--- src/rtl/hpmevent_sel_if.sv ---
// Bus between the CSR/pipeline side and the performance-counter event selector.
// The selector takes the slave modport; the pipeline and counter bank take the master side.
interface hpmevent_sel_if #(
  parameter int unsigned XLEN       = 64,
  parameter int unsigned COUNTERS   = 32,
  parameter int unsigned NUM_EVENTS = 32
);
  logic                  CSRMWriteM;
  logic [11:0]           CSRAdrM;
  logic [XLEN-1:0]       CSRWriteValM;
  logic [1:0]            PrivilegeModeW;
  logic                  InstrValidNotFlushedM;
  logic [NUM_EVENTS-1:0] RawEventM;
  logic [COUNTERS-1:0]   CounterOverflowM;
  logic [COUNTERS-1:0]   CounterEventM;
  logic [XLEN-1:0]       EventReadValM;
  logic                  IllegalEventAccessM;
  logic                  LCOFISetM;

  modport master (
    output CSRMWriteM, CSRAdrM, CSRWriteValM, PrivilegeModeW,
    output InstrValidNotFlushedM, RawEventM, CounterOverflowM,
    input  CounterEventM, EventReadValM, IllegalEventAccessM, LCOFISetM
  );

  modport slave (
    input  CSRMWriteM, CSRAdrM, CSRWriteValM, PrivilegeModeW,
    input  InstrValidNotFlushedM, RawEventM, CounterOverflowM,
    output CounterEventM, EventReadValM, IllegalEventAccessM, LCOFISetM
  );
endinterface

--- src/rtl/hpmevent_sel.sv ---
// mhpmevent3..COUNTERS-1 CSRs: routes selected raw events (with privilege inhibits)
// to the counter bank as registered increment enables, and tracks counter overflow (OF / LCOFI).
module hpmevent_sel #(
  parameter int unsigned XLEN       = 64,
  parameter int unsigned COUNTERS   = 32,
  parameter int unsigned NUM_EVENTS = 32,
  parameter int unsigned EVSELW     = 5
) (
  input  logic           clk,
  input  logic           reset,
  hpmevent_sel_if.slave  bus
);

  localparam int unsigned RAWW   = 1 << EVSELW;
  localparam logic [1:0]  PRIV_U = 2'd0;
  localparam logic [1:0]  PRIV_S = 2'd1;
  localparam logic [1:0]  PRIV_M = 2'd3;

  logic [EVSELW-1:0]   r_sel [COUNTERS];
  logic [COUNTERS-1:0] r_uinh;
  logic [COUNTERS-1:0] r_sinh;
  logic [COUNTERS-1:0] r_minh;
  logic [COUNTERS-1:0] r_of;
  logic [COUNTERS-1:0] r_evt;
  logic                r_lcofi;

  logic [4:0]          w_idx;
  logic                w_is_lo;
  logic                w_is_hi;
  logic                w_in_range;
  logic                w_illegal;
  logic                w_wr;
  logic                w_wr_sel;
  logic                w_wr_flags;
  logic [XLEN-1:0]     w_selraw;
  logic [EVSELW-1:0]   w_sel_wr;
  logic [3:0]          w_flags_wr;
  logic [RAWW-1:0]     w_raw;
  logic                w_inh;
  logic                w_hit;
  logic [COUNTERS-1:0] w_evt;
  logic [COUNTERS-1:0] w_of_nxt;
  logic [COUNTERS-1:0] w_new_of;
  logic [XLEN-1:0]     w_rd;

  // Address decode: 0x320..0x33F always, 0x720..0x73F only as the RV32 high half.
  assign w_idx      = bus.CSRAdrM[4:0];
  assign w_is_lo    = (bus.CSRAdrM[11:5] == 7'h19);
  assign w_is_hi    = (XLEN == 32) && (bus.CSRAdrM[11:5] == 7'h39);
  assign w_in_range = ({1'b0, w_idx} < 6'(COUNTERS));
  assign w_illegal  = (bus.PrivilegeModeW != PRIV_M) ||
                      ((w_is_lo || w_is_hi) && !w_in_range);
  assign w_wr       = bus.CSRMWriteM && !w_illegal && (w_is_lo || w_is_hi) &&
                      (w_idx >= 5'd3);
  assign w_wr_sel   = w_wr && w_is_lo;
  assign w_wr_flags = w_wr && ((XLEN == 64) ? w_is_lo : w_is_hi);

  // WARL select: anything beyond the implemented event range collapses to "no event".
  always_comb begin
    w_selraw = bus.CSRWriteValM;
    if (XLEN == 64) w_selraw[XLEN-1 -: 4] = 4'b0000;
    w_sel_wr   = (w_selraw < XLEN'(NUM_EVENTS)) ? w_selraw[EVSELW-1:0] : '0;
    w_flags_wr = bus.CSRWriteValM[XLEN-1 -: 4];
  end

  assign w_raw = RAWW'(bus.RawEventM);

  // Per-counter event qualification; counters 0..2 are fixed-function.
  always_comb begin
    w_evt    = '0;
    w_inh    = 1'b0;
    w_evt[0] = 1'b1;
    w_evt[2] = bus.InstrValidNotFlushedM;
    for (int i = 3; i < COUNTERS; i++) begin
      case (bus.PrivilegeModeW)
        PRIV_M:  w_inh = r_minh[i];
        PRIV_S:  w_inh = r_sinh[i];
        PRIV_U:  w_inh = r_uinh[i];
        default: w_inh = 1'b0;
      endcase
      w_evt[i] = w_raw[r_sel[i]] && (r_sel[i] != '0) && !w_inh;
    end
  end

  // OF update: a write replaces OF but a same-cycle overflow still sets it.
  always_comb begin
    w_of_nxt = r_of;
    w_new_of = '0;
    w_hit    = 1'b0;
    for (int i = 3; i < COUNTERS; i++) begin
      w_hit = w_wr_flags && (w_idx == 5'(i));
      if (w_hit) w_of_nxt[i] = w_flags_wr[3] | bus.CounterOverflowM[i];
      else       w_of_nxt[i] = r_of[i] | bus.CounterOverflowM[i];
      w_new_of[i] = bus.CounterOverflowM[i] && !r_of[i] && !(w_hit && w_flags_wr[3]);
    end
  end

  // CSR read mux.
  always_comb begin
    w_rd = '0;
    for (int i = 3; i < COUNTERS; i++) begin
      if (w_idx == 5'(i)) begin
        if (w_is_lo) begin
          w_rd[EVSELW-1:0] = r_sel[i];
          if (XLEN == 64) w_rd[XLEN-1 -: 4] = {r_of[i], r_minh[i], r_sinh[i], r_uinh[i]};
        end
        if (w_is_hi) w_rd[XLEN-1 -: 4] = {r_of[i], r_minh[i], r_sinh[i], r_uinh[i]};
      end
    end
    if (w_illegal) w_rd = '0;
  end

  always_ff @(posedge clk or posedge reset) begin
    if (reset) begin
      for (int i = 0; i < COUNTERS; i++) r_sel[i] <= '0;
      r_uinh  <= '0;
      r_sinh  <= '0;
      r_minh  <= '0;
      r_of    <= '0;
      r_evt   <= '0;
      r_lcofi <= 1'b0;
    end else begin
      r_evt   <= w_evt;
      r_lcofi <= |w_new_of;
      r_of    <= w_of_nxt;
      for (int i = 3; i < COUNTERS; i++) begin
        if (w_wr_sel && (w_idx == 5'(i))) r_sel[i] <= w_sel_wr;
        if (w_wr_flags && (w_idx == 5'(i))) begin
          r_minh[i] <= w_flags_wr[2];
          r_sinh[i] <= w_flags_wr[1];
          r_uinh[i] <= w_flags_wr[0];
        end
      end
    end
  end

  assign bus.CounterEventM       = r_evt;
  assign bus.LCOFISetM           = r_lcofi;
  assign bus.EventReadValM       = w_rd;
  assign bus.IllegalEventAccessM = w_illegal;

endmodule
--- src/flat_wrapper.sv ---
// flat-port wrapper written by rule: the top's interface ports become plain ports
module hpmevent_sel_flat 
#(
  parameter int unsigned XLEN       = 64,
  parameter int unsigned COUNTERS   = 32,
  parameter int unsigned NUM_EVENTS = 32,
  parameter int unsigned EVSELW     = 5
)
  (clk, reset, bus_CSRMWriteM, bus_CSRAdrM, bus_CSRWriteValM, bus_PrivilegeModeW, bus_InstrValidNotFlushedM, bus_RawEventM, bus_CounterOverflowM, bus_CounterEventM, bus_EventReadValM, bus_IllegalEventAccessM, bus_LCOFISetM);
  hpmevent_sel_if #(.XLEN(XLEN), .COUNTERS(COUNTERS), .NUM_EVENTS(NUM_EVENTS)) bus_i ();
  input  logic clk;
  input  logic reset;
  input wire logic [$bits(bus_i.CSRMWriteM)-1:0] bus_CSRMWriteM;
  input wire logic [$bits(bus_i.CSRAdrM)-1:0] bus_CSRAdrM;
  input wire logic [$bits(bus_i.CSRWriteValM)-1:0] bus_CSRWriteValM;
  input wire logic [$bits(bus_i.PrivilegeModeW)-1:0] bus_PrivilegeModeW;
  input wire logic [$bits(bus_i.InstrValidNotFlushedM)-1:0] bus_InstrValidNotFlushedM;
  input wire logic [$bits(bus_i.RawEventM)-1:0] bus_RawEventM;
  input wire logic [$bits(bus_i.CounterOverflowM)-1:0] bus_CounterOverflowM;
  output wire logic [$bits(bus_i.CounterEventM)-1:0] bus_CounterEventM;
  output wire logic [$bits(bus_i.EventReadValM)-1:0] bus_EventReadValM;
  output wire logic [$bits(bus_i.IllegalEventAccessM)-1:0] bus_IllegalEventAccessM;
  output wire logic [$bits(bus_i.LCOFISetM)-1:0] bus_LCOFISetM;
  assign bus_i.CSRMWriteM = bus_CSRMWriteM;
  assign bus_i.CSRAdrM = bus_CSRAdrM;
  assign bus_i.CSRWriteValM = bus_CSRWriteValM;
  assign bus_i.PrivilegeModeW = bus_PrivilegeModeW;
  assign bus_i.InstrValidNotFlushedM = bus_InstrValidNotFlushedM;
  assign bus_i.RawEventM = bus_RawEventM;
  assign bus_i.CounterOverflowM = bus_CounterOverflowM;
  assign bus_CounterEventM = bus_i.CounterEventM;
  assign bus_EventReadValM = bus_i.EventReadValM;
  assign bus_IllegalEventAccessM = bus_i.IllegalEventAccessM;
  assign bus_LCOFISetM = bus_i.LCOFISetM;
  hpmevent_sel #(.XLEN(XLEN), .COUNTERS(COUNTERS), .NUM_EVENTS(NUM_EVENTS), .EVSELW(EVSELW)) u_core (.clk(clk), .reset(reset), .bus(bus_i));
endmodule
--- config.mk ---
export PLATFORM = sky130hd
export DESIGN_NAME = hpmevent_sel_flat
export DESIGN_NICKNAME = d
export VERILOG_FILES = /design/src/rtl/hpmevent_sel_if.sv /design/src/rtl/hpmevent_sel.sv /design/src/flat_wrapper.sv
export SDC_FILE = /design/constraint.sdc
export NUM_CORES = 1
export LEC_CHECK = 0
export BUFFER_PORTS_ARGS = -buffer_cell sky130_fd_sc_hd__buf_2
export CAP_MARGIN = 10
export CORE_MARGIN = 3
export CORE_UTILIZATION = 30
export DETAILED_ROUTE_END_ITERATION = 6
export PLACE_DENSITY = 0.52
export SLEW_MARGIN = 5
export SYNTH_ARGS = -nofsm -noshare
export SYNTH_HDL_FRONTEND = slang
export SYNTH_SLANG_ARGS = --single-unit
--- constraint.sdc ---
create_clock -name clk -period 22.1 [get_ports clk]
set_clock_uncertainty 0.05 [all_clocks]
set_input_delay 5.525 -clock clk [delete_from_list [all_inputs] [get_ports clk]]
set_output_delay 5.525 -clock clk [all_outputs]
set_load 0.05 [all_outputs]
# Word-level counts from Yosys, hierarchy flattened
# Cells that the tools add are included.
# classes
magnitude_cmp	31
eq_ne	33
muxes	234
n_bitwise	58
n_reduce_logical	297
# ops
cell	n
$mux W5	59
$mux W4	58
$logic_and A1 B1 Y1	178
$lt A5 B6 Y1 const B	29
$bmux W1 S5	29
$reduce_bool A5 Y1	29
$logic_not A1 Y1	88
$pmux W1 S3	29
$eq A5 B5 Y1 const B	16
$mux W64	1
$lt A60 B6 Y1 const B	1
$mux W1	58
$or A1 B1 Y1	58
$eq A5 B4 Y1 const B	8
$reduce_or A29 Y1	1
$eq A5 B3 Y1 const B	4
$eq A7 B5 Y1 const B	1
$eq A5 B2 Y1 const B	1
$ge A5 B2 Y1 const B	1
$eq A2 B1 Y1 const B	1
$eq A2 B2 Y1 const B	1
$logic_not A2 Y1	1
$ne A2 B2 Y1 const B	1
# totals
reg_bits	293
inputBits	146
wordCells	772

# Logic depth before layout (Yosys ltp)
# Gate-level depths: netlist (run 1).
# depth
depth_word	60
depth_mapped	11
depth_no_buf	7

# Least setup slack after synthesis (run 1)
# Ideal clock, no wire load.
# synth_path
path_type	in2out
from	in bus_CSRAdrM[2]
to	out bus_EventReadValM[4]
arrival_time_ns	7.870
required_ns	16.525
path_slack_ns	8.655
cell_stages	9
n_path_buf	2
path_cell_list	buf_4 -> buf_2 -> nand4b_1 -> o22ai_1 -> or3_1 -> a221oi_1 -> o21ai_0 -> a41o_1 -> a31oi_1
# synth_between
elab_chain_len	59
elab_cells_between_ends	87
classes_between	eq/ne: 29; mux: 58
# synth_rtl
item	line_no	source
start, declared	flat_wrapper.sv:14	input wire logic [$bits(bus_i.CSRAdrM)-1:0] bus_CSRAdrM;
$eq A5 B2 Y1	hpmevent_sel.sv:102	if (w_idx == 5'(i)) begin
$mux W5	hpmevent_sel.sv:102	
$mux W5	hpmevent_sel.sv:103	if (w_is_lo) begin
$mux W5	hpmevent_sel.sv:102	
$mux W5	hpmevent_sel.sv:103	
$mux W5	hpmevent_sel.sv:102	
$mux W5	hpmevent_sel.sv:103	
$mux W5	hpmevent_sel.sv:102	
(+43 left out)	-	
$mux W5	hpmevent_sel.sv:102	
$mux W5	hpmevent_sel.sv:103	
$mux W5	hpmevent_sel.sv:102	
$mux W5	hpmevent_sel.sv:103	
$mux W5	hpmevent_sel.sv:102	
$mux W5	hpmevent_sel.sv:103	
$mux W5 (*)	hpmevent_sel.sv:102	
$mux W64 (*)	hpmevent_sel.sv:110	if (w_illegal) w_rd = '0;
end, declared	flat_wrapper.sv:21	output wire logic [$bits(bus_i.EventReadValM)-1:0] bus_EventReadValM;
# Every way passes the cells marked *; elsewhere a longest branch is shown, timed or not.

# Worst setup path in the final report (run 1)
# layout_path
from	in bus_CSRAdrM[1]
to	out bus_EventReadValM[61]
# layout_between
elab_chain_len	59
elab_cells_between_ends	87
classes_between	eq/ne: 29; mux: 58
# layout_rtl
item	line_no
$eq A5 B2 Y1	hpmevent_sel.sv:102
$mux W4	hpmevent_sel.sv:102
$mux W4	hpmevent_sel.sv:103
$mux W4	hpmevent_sel.sv:102
$mux W4	hpmevent_sel.sv:103
$mux W4	hpmevent_sel.sv:102
$mux W4	hpmevent_sel.sv:103
$mux W4	hpmevent_sel.sv:102
(+43 left out)	-
$mux W4	hpmevent_sel.sv:102
$mux W4	hpmevent_sel.sv:103
$mux W4	hpmevent_sel.sv:102
$mux W4	hpmevent_sel.sv:103
$mux W4	hpmevent_sel.sv:102
$mux W4	hpmevent_sel.sv:103
$mux W4 (*)	hpmevent_sel.sv:102
$mux W64 (*)	hpmevent_sel.sv:110
# Marked as above.

==> results of run 1 <==
==> where the power goes <==
part / internal [W] / switching (W)
sequential: 0.000537 / 0.000000261
combinational: 0.0000535 / 0.000124
clock: 0.000383 / 0.000281
total: 0.000974 / 0.000405
==> worst max path at each step <==
stage / startpoint / end / slack [ns] / cells past startpoint
finish: bus_CSRAdrM[1] / bus_EventReadValM[61] / 6.73 / 10
global route: bus_CSRAdrM[1] / bus_EventReadValM[1] / 6.63 / 10
CTS: bus_CSRAdrM[1] / bus_EventReadValM[1] / 6.92 / 10
detailed placement: bus_CSRAdrM[1] / bus_EventReadValM[1] / 6.93 / 10
global placement: bus_CSRAdrM[1] / bus_EventReadValM[1] / 7.01 / 10
floorplan: reset / u_core.bus.CounterEventM[0] / 8.43 / 1
==> metrics by stage <==
| step | setup WS (ns) | util (%) | std cells |
|---|---|---|---|
| floorplan | 8.43 | - | 2222 |
| global placement | 7.01 | 31.8 | 3061 |
| detailed placement | 6.93 | 31.8 | 3061 |
| CTS | 6.92 | 33.6 | 3134 |
| global route | 6.63 | 33.6 | 3134 |
| finish | 6.73 | 33.6 | 3137 |
==> synthesized netlist by cell type (all sizes together), types with 5 or more instances <==
library cell	count
mux2i	71
nor2b	30
nor3	14
mux4	264
nand3b	6
o31ai	6
nand2b	20
buf	126
inv	17
nor4b	7
mux2	116
a211o	28
o221ai	10
clkbuf	212
a21oi	67
nor2	104
nand2	253
nand4b	6
dfrtp	293
o22a	6
o21ai	220
a221oi	7
nand3	14
a22oi	38
a21o	10
o22ai	33
nor4	20
nand4bb	5
nand4	18
o2bb2ai	11
or3	8
a211oi	33
o211ai	9
a31oi	20
==> area by class of cell <==
type / count / area, um^2
diodes: 3 / 7.51
well taps: 969 / 1210
clock inverters: 21 / 239
inverters: 18 / 75.1
clock buffers: 52 / 1110
fillers: 7515 / 49700
repair buffers: 208 / 1100
flip-flops and latches: 293 / 7330
multi-input cells: 1573 / 14100
==> cell families after synthesis <==
group                  share of synthesized area (%)
DFF                                             32.1
and+or+nand+nor                                 11.0
AOI/OAI and AO/OA                               15.0
other                                         0.0329
muxes                                           34.9
buffers and inverters                           7.05
==> metal layers <==
metal  track usage [%]  vias to the layer above  wire, um
met5                 0                        -        80
met4              10.1                       14      4430
met3              6.97                      316     11900
met2              36.3                     1526     43400
met1              30.6                    10100     35800
li1                  -                     8092         -
==> registers in the layout (all words and copies together), names as in the netlist <==
register	cells
u_core.bus.CounterEventM	31
u_core.bus.LCOFISetM	1
u_core.r_minh	29
u_core.r_of	29
u_core.r_sel	145
u_core.r_sinh	29
u_core.r_uinh	29
==> results.sh, run 1 <==
export IMPL_area_growth_pct=10.3
export IMPL_path_clk_slew_ns=0.06
export IMPL_cts_resized=0
export IMPL_die_w_um=282
export IMPL_die_h_um=282
export IMPL_critPathBufInv=3
export IMPL_power_total_w=0.00138
export IMPL_syn_mean_instance_area_um2=10.5
export IMPL_wirelength_mm=95.6
export IMPL_maxCapViolCount=0
export IMPL_final_max_slew_viol_count=0
export IMPL_cpPeakStageDelay_ns=0.91
export IMPL_drtPass1Iterations=7
export IMPL_ys_flop_type="dfrtp_1"
export IMPL_synth_top_area_share_pct=32.1
export IMPL_r2r_setup_slack_ns=19.41
export IMPL_synth_edf_count=0
export IMPL_cts_setup_buffers=0
export IMPL_num_rows=100
export IMPL_end_kind="output pin"
export IMPL_first_global_vias=19800
export IMPL_pin_count=244
export IMPL_crit_path_top_delay_cell="nor2_1"
export IMPL_ys_ff_latch=293
export IMPL_ir_worst_vdd_v=0.0000550
export IMPL_total_leakage_power_nw=9.58
export IMPL_post_dp_cell_area_um2=23800
export IMPL_rr_startpoint="u_core.r_sel[85]"
export IMPL_finalSetupTns_ns=0
export IMPL_grt_ovfl_total=0
export IMPL_place_congestion=0.929
export IMPL_final_nets=2280
export IMPL_fin_crit_ns=15.37
export IMPL_yosysTopAreaCell="dfrtp_1"
export IMPL_ant_nets=0
export IMPL_yosys_top_cells_area="dfrtp_1 (32%), mux4_2 (26%), mux2_2 (5.7%)"
export IMPL_grt_max_degree=123
export IMPL_core_region_area_um2=74900
export IMPL_final_common_cell="dfrtp_1"
export IMPL_setup_viol=0
export IMPL_whs_endpoint="u_core.bus.CounterEventM[7]"
export IMPL_cp_top_family="compound AO/OA/AOI/OAI gates"
export IMPL_cts_tree="built"
export IMPL_cts_buffer_depth=3
export IMPL_r2r_cells=4
export IMPL_syn_cell_area_um2=22800
export IMPL_layout_common_cells="dfrtp_1 (293), mux4_2 (264), nand2_1 (247)"
export IMPL_cts_root_buf="clkbuf_16"
export IMPL_portBuffers=183
export IMPL_htreeDepth=2
export IMPL_numCtsBuffers=40
export IMPL_vias_per_cell=6.40
export IMPL_clk_latency_ns=0.61
export IMPL_wl_per_cell_um=30.5
export IMPL_powerDensity_nw_per_um2=54.7
export IMPL_clkSinkCount=293
export IMPL_rsz0062_at_grt="no"
export IMPL_critPathKind="input port to output pin"
export IMPL_detailroute_via_count=20100
export IMPL_die_area_um2=79500
export IMPL_critPathLaunchType="input port"
export IMPL_outcome="finished, final reports clean"
export IMPL_yosys_warnings=0
export IMPL_syn_instance_count=2167
export IMPL_slew_headroom_pct=20.2
export IMPL_synth_yosys_seq_area_share_pct=32.1
export IMPL_hold_ws_ns=0.443
export IMPL_timing_rr_end="u_core.bus.CounterEventM[14]"
export IMPL_grt_pass1_wl_mm=137
export IMPL_cp_cell_sequence="buf_2 -> buf_4 -> nand2_1 -> nor2_1 -> a22oi_1 -> a31oi_1 -> o21ai_0 -> a41o_1 -> a31oi_1 -> buf_2"
export IMPL_track_usage_pct=23.5
export IMPL_synthArstFlopShare_pct=100
export IMPL_drt_iter0_drc=2655
export IMPL_drive_gt1_share_pct=31.3
export IMPL_drc=0
export IMPL_stdcell_area_um2=25200
export IMPL_ctsHoldBuffers=0
export IMPL_hp_start="u_core.r_minh[7]"
export IMPL_min_path_type="flip-flop to flip-flop"
export IMPL_period_share_pct=69.6
export IMPL_ys_types=74
export IMPL_hpwl_mm=62.0
export IMPL_crit_required_ns=16.52
export IMPL_initial_core_util_pct=30.5
export IMPL_hold_path_depth=1
export IMPL_fmax_mhz=65.0
export IMPL_worst_pin_slew_ns=1.19
export IMPL_finalHoldViolations=0
export IMPL_cp_arrival_ns=9.80
export IMPL_path_max_fanout=47
export IMPL_antenna_found_initial=13
(Power assumes the default switching activity.)
==> run 2: changes to the inputs <==
- ABC_AREA: default -> 1
- PLACE_DENSITY: 0.52 -> 0.54
- clock period: 22.1 -> 13 ns (I/O delays scaled with it)
==> run 2 against run 1 <==
  * Synthesized cell count is 79% higher
  * Critical path depth grew 20
  * Global-route usage up 2.0 points
  * Routed wire length grew 16%
  * Utilization down 0.15 points
  * Sequential power is 72% higher
  * Flip-flop and latch count did not move
  * Cell area rose by 5.3%
  * Register-to-register slack got worse by 9.3 ns
  * Sequential share of layout area down 1.5 points
  * Synthesized area is 5.3% higher
  * Highest routed layer unchanged
==> results.sh, run 2 <==
export IMPL_path_max_fanout=28
export IMPL_grt_ovfl_total=0
export IMPL_portBuffers=183
export IMPL_area_growth_pct=10.3
export IMPL_cpPeakStageDelay_ns=0.50
export IMPL_wl_per_cell_um=22.4
export IMPL_switching_share_pct=30.6
export IMPL_slew_headroom_pct=20.7
export IMPL_fmax_mhz=94.2
export IMPL_switchingPower_w=0.000712
export IMPL_cts_setup_buffers=0
export IMPL_synth_edf_count=0
export IMPL_fin_crit_ns=10.62
export IMPL_period_share_pct=81.7
export IMPL_synth_yosys_seq_area_share_pct=30.5
export IMPL_drt_iter0_drc=3773
export IMPL_critPathKind="input port to output pin"
export IMPL_path_clk_slew_ns=0.05
export IMPL_end_kind="output pin"
export IMPL_final_nets=3989
export IMPL_die_area_um2=83600
export IMPL_drive_gt1_share_pct=9.58
export IMPL_yosys_warnings=0
export IMPL_num_rows=103
export IMPL_ant_nets=0
export IMPL_yosys_top_cells_area="dfrtp_1 (30%), o21ai_0 (17%), nand2_1 (15%)"
export IMPL_initial_core_util_pct=30.4
export IMPL_endpoint="bus_EventReadValM[4]"
export IMPL_crit_required_ns=9.70
export IMPL_cts_resized=0
export IMPL_die_w_um=289
export IMPL_place_congestion=0.913
export IMPL_seq_power_share_pct=39.7
export IMPL_ys_flop_type="dfrtp_1"
export IMPL_post_dp_cell_area_um2=25300
export IMPL_place_inst=4852
export IMPL_worst_path_stages=30
export IMPL_fin_cells=4924
export IMPL_die_h_um=289
export IMPL_synth_top_area_share_pct=30.5
export IMPL_wirelength_mm=111
export IMPL_largest_reg_flops=145
export IMPL_syn_instance_count=3870
export IMPL_cts_tree="built"
export IMPL_synthArstFlopShare_pct=100
export IMPL_outcome="finished, final reports clean"
export IMPL_critPathLaunchType="input port"
export IMPL_htreeDepth=2
export IMPL_p_comb_share_pct=13.9
export IMPL_min_path_type="flip-flop to flip-flop"
export IMPL_crit_path_top_delay_cell="nor2_4"
export IMPL_maxCapViolCount=0
export IMPL_core_region_area_um2=79300
export IMPL_stdcell_area_um2=26500
export IMPL_syn_mean_instance_area_um2=6.22
export IMPL_hpwl_mm=69.0
export IMPL_fin_util_pct=33.5
export IMPL_final_max_slew_viol_count=0
export IMPL_track_usage_pct=25.5
export IMPL_grt_max_degree=103
export IMPL_numCtsBuffers=39
export IMPL_synth_commonest_cells="nand2_1 (945), o21ai_0 (802), inv_1 (450), a21oi_1 (318), dfrtp_1 (293)"
export IMPL_setup_viol=0
export IMPL_cts_root_buf="clkbuf_16"
export IMPL_finalSetupTns_ns=0
export IMPL_power_total_w=0.00232
export IMPL_pin_count=244
export IMPL_cts_buffer_depth=3
export IMPL_ctsHoldBuffers=0
export IMPL_r2r_setup_slack_ns=10.07
export IMPL_yosys_cell_count_top_type="nand2_1"
export IMPL_p_int_w=0.00161
export IMPL_clkSinkCount=293
export IMPL_cp_top_family="simple AND/OR/NAND/NOR gates"
export IMPL_clk_latency_ns=0.58
export IMPL_ys_ff_latch=293
export IMPL_final_common_cell="nand2_1"
export IMPL_rsz0062_at_grt="no"
export IMPL_antenna_found_initial=8
export IMPL_worst_pin_slew_ns=1.18
export IMPL_powerDensity_nw_per_um2=87.6
export IMPL_ir_worst_vdd_v=0.0000783
export IMPL_syn_cell_area_um2=24100
export IMPL_first_global_vias=23600
export IMPL_drc=0
export IMPL_layout_common_cells="nand2_1 (944), o21ai_0 (802), inv_1 (443)"
export IMPL_vias_per_cell=5.49
export IMPL_rr_startpoint="u_core.r_sel[15]"
export IMPL_crit_path_start="bus_CSRAdrM[6]"
export IMPL_critPathBufInv=4
export IMPL_total_leakage_power_nw=11.9
export IMPL_regMostFlops="u_core.r_sel"
export IMPL_finalHoldViolations=0
export IMPL_crit_top_cell="nand2_1"
export IMPL_detailroute_via_count=27000
export IMPL_r2r_cells=8
export IMPL_yosysTopAreaCell="dfrtp_1"
export IMPL_drtPass1Iterations=6
export IMPL_cp_arrival_ns=7.32
export IMPL_grt_pass1_wl_mm=160
export IMPL_timing_rr_end="u_core.bus.CounterEventM[28]"
export IMPL_clkPwrFrac_pct=46.4
export IMPL_ys_types=48
run 2: changes by cell type after synthesis, moves of 38 or more:
cell / before / now
a21oi_1: 67 / 318
mux4_2: 264 / 0
a22oi_1: 38 / 0
nand2_1: 252 / 945
o21ai_0: 217 / 802
inv_1: 17 / 450
mux2_2: 116 / 0
clkbuf_1: 212 / 273
nand3_1: 14 / 172
inv_2: 0 / 44
mux2i_1: 71 / 0
o211ai_1: 9 / 141
run 2: per-stage QoR:
step	setup WS, ns	hold WS [ns]
final	2.38	0.435
after global routing	2.06	0.449
after CTS	2.43	0.437
after detailed placement	2.43	0.423
after global placement	2.44	0.417
after floorplan	1.61	0.386
run 2: kinds of logic after synthesis:
kind of cell / synth area share [%]
AO/OA/AOI/OAI: 32.4
buffers and inverters: 14.4
flip-flops: 30.5
other: 0.0312
AND/OR/NAND/NOR: 22.7
run 2: layout make-up:
class / instances / area [um^2]
multi-input cells: 2776 / 13500
clock inverters: 5 / 25.0
well taps: 1050 / 1310
repair buffers: 229 / 1260
flip-flops and latches: 293 / 7330
fillers: 8732 / 52700
diodes: 3 / 7.51
inverters: 504 / 1900
clock buffers: 64 / 1200
run 2: how the worst min path moves through the flow:
stage	to	depth (start not counted)	start
after global placement	u_core.r_sinh[25]	2	u_core.r_sinh[25]
after floorplan	u_core.bus.CounterEventM[21]	1	u_core.r_sel[54]
after detailed placement	u_core.r_minh[27]	2	u_core.r_minh[27]
final	u_core.r_uinh[11]	2	u_core.r_uinh[11]
after CTS	u_core.r_uinh[11]	2	u_core.r_uinh[11]
after global routing	u_core.bus.CounterEventM[21]	1	u_core.r_sel[54]
run 2: worst min-delay path: stages (launching register included):
cell and delay (ns):
dfrtp_1 0.34, nand2_1 0.05, o21ai_0 0.06
run 2: per-layer routing:
metal  up-vias  global-route usage [%]  part of all wire, %
li1      12800                       -                    -
met1     12500                    36.2                   42
met2      1523                    38.3                   43
met3       221                    4.96                   11
met4         4                    9.31                  3.9
met5         -                       0                0.024
run 2: power groups by stage:
stage / combinational, W / sequential [W] / clock (W)
3_5_place_dp: 0.000313 / 0.000939 / 0
4_1_cts: 0.000313 / 0.000923 / 0.00110
3_3_place_gp: 0.000312 / 0.000939 / 0
5_1_grt: 0.000334 / 0.000923 / 0.00113
6_report: 0.000322 / 0.000923 / 0.00108
2_1_floorplan: 0.000173 / 0.000956 / 0
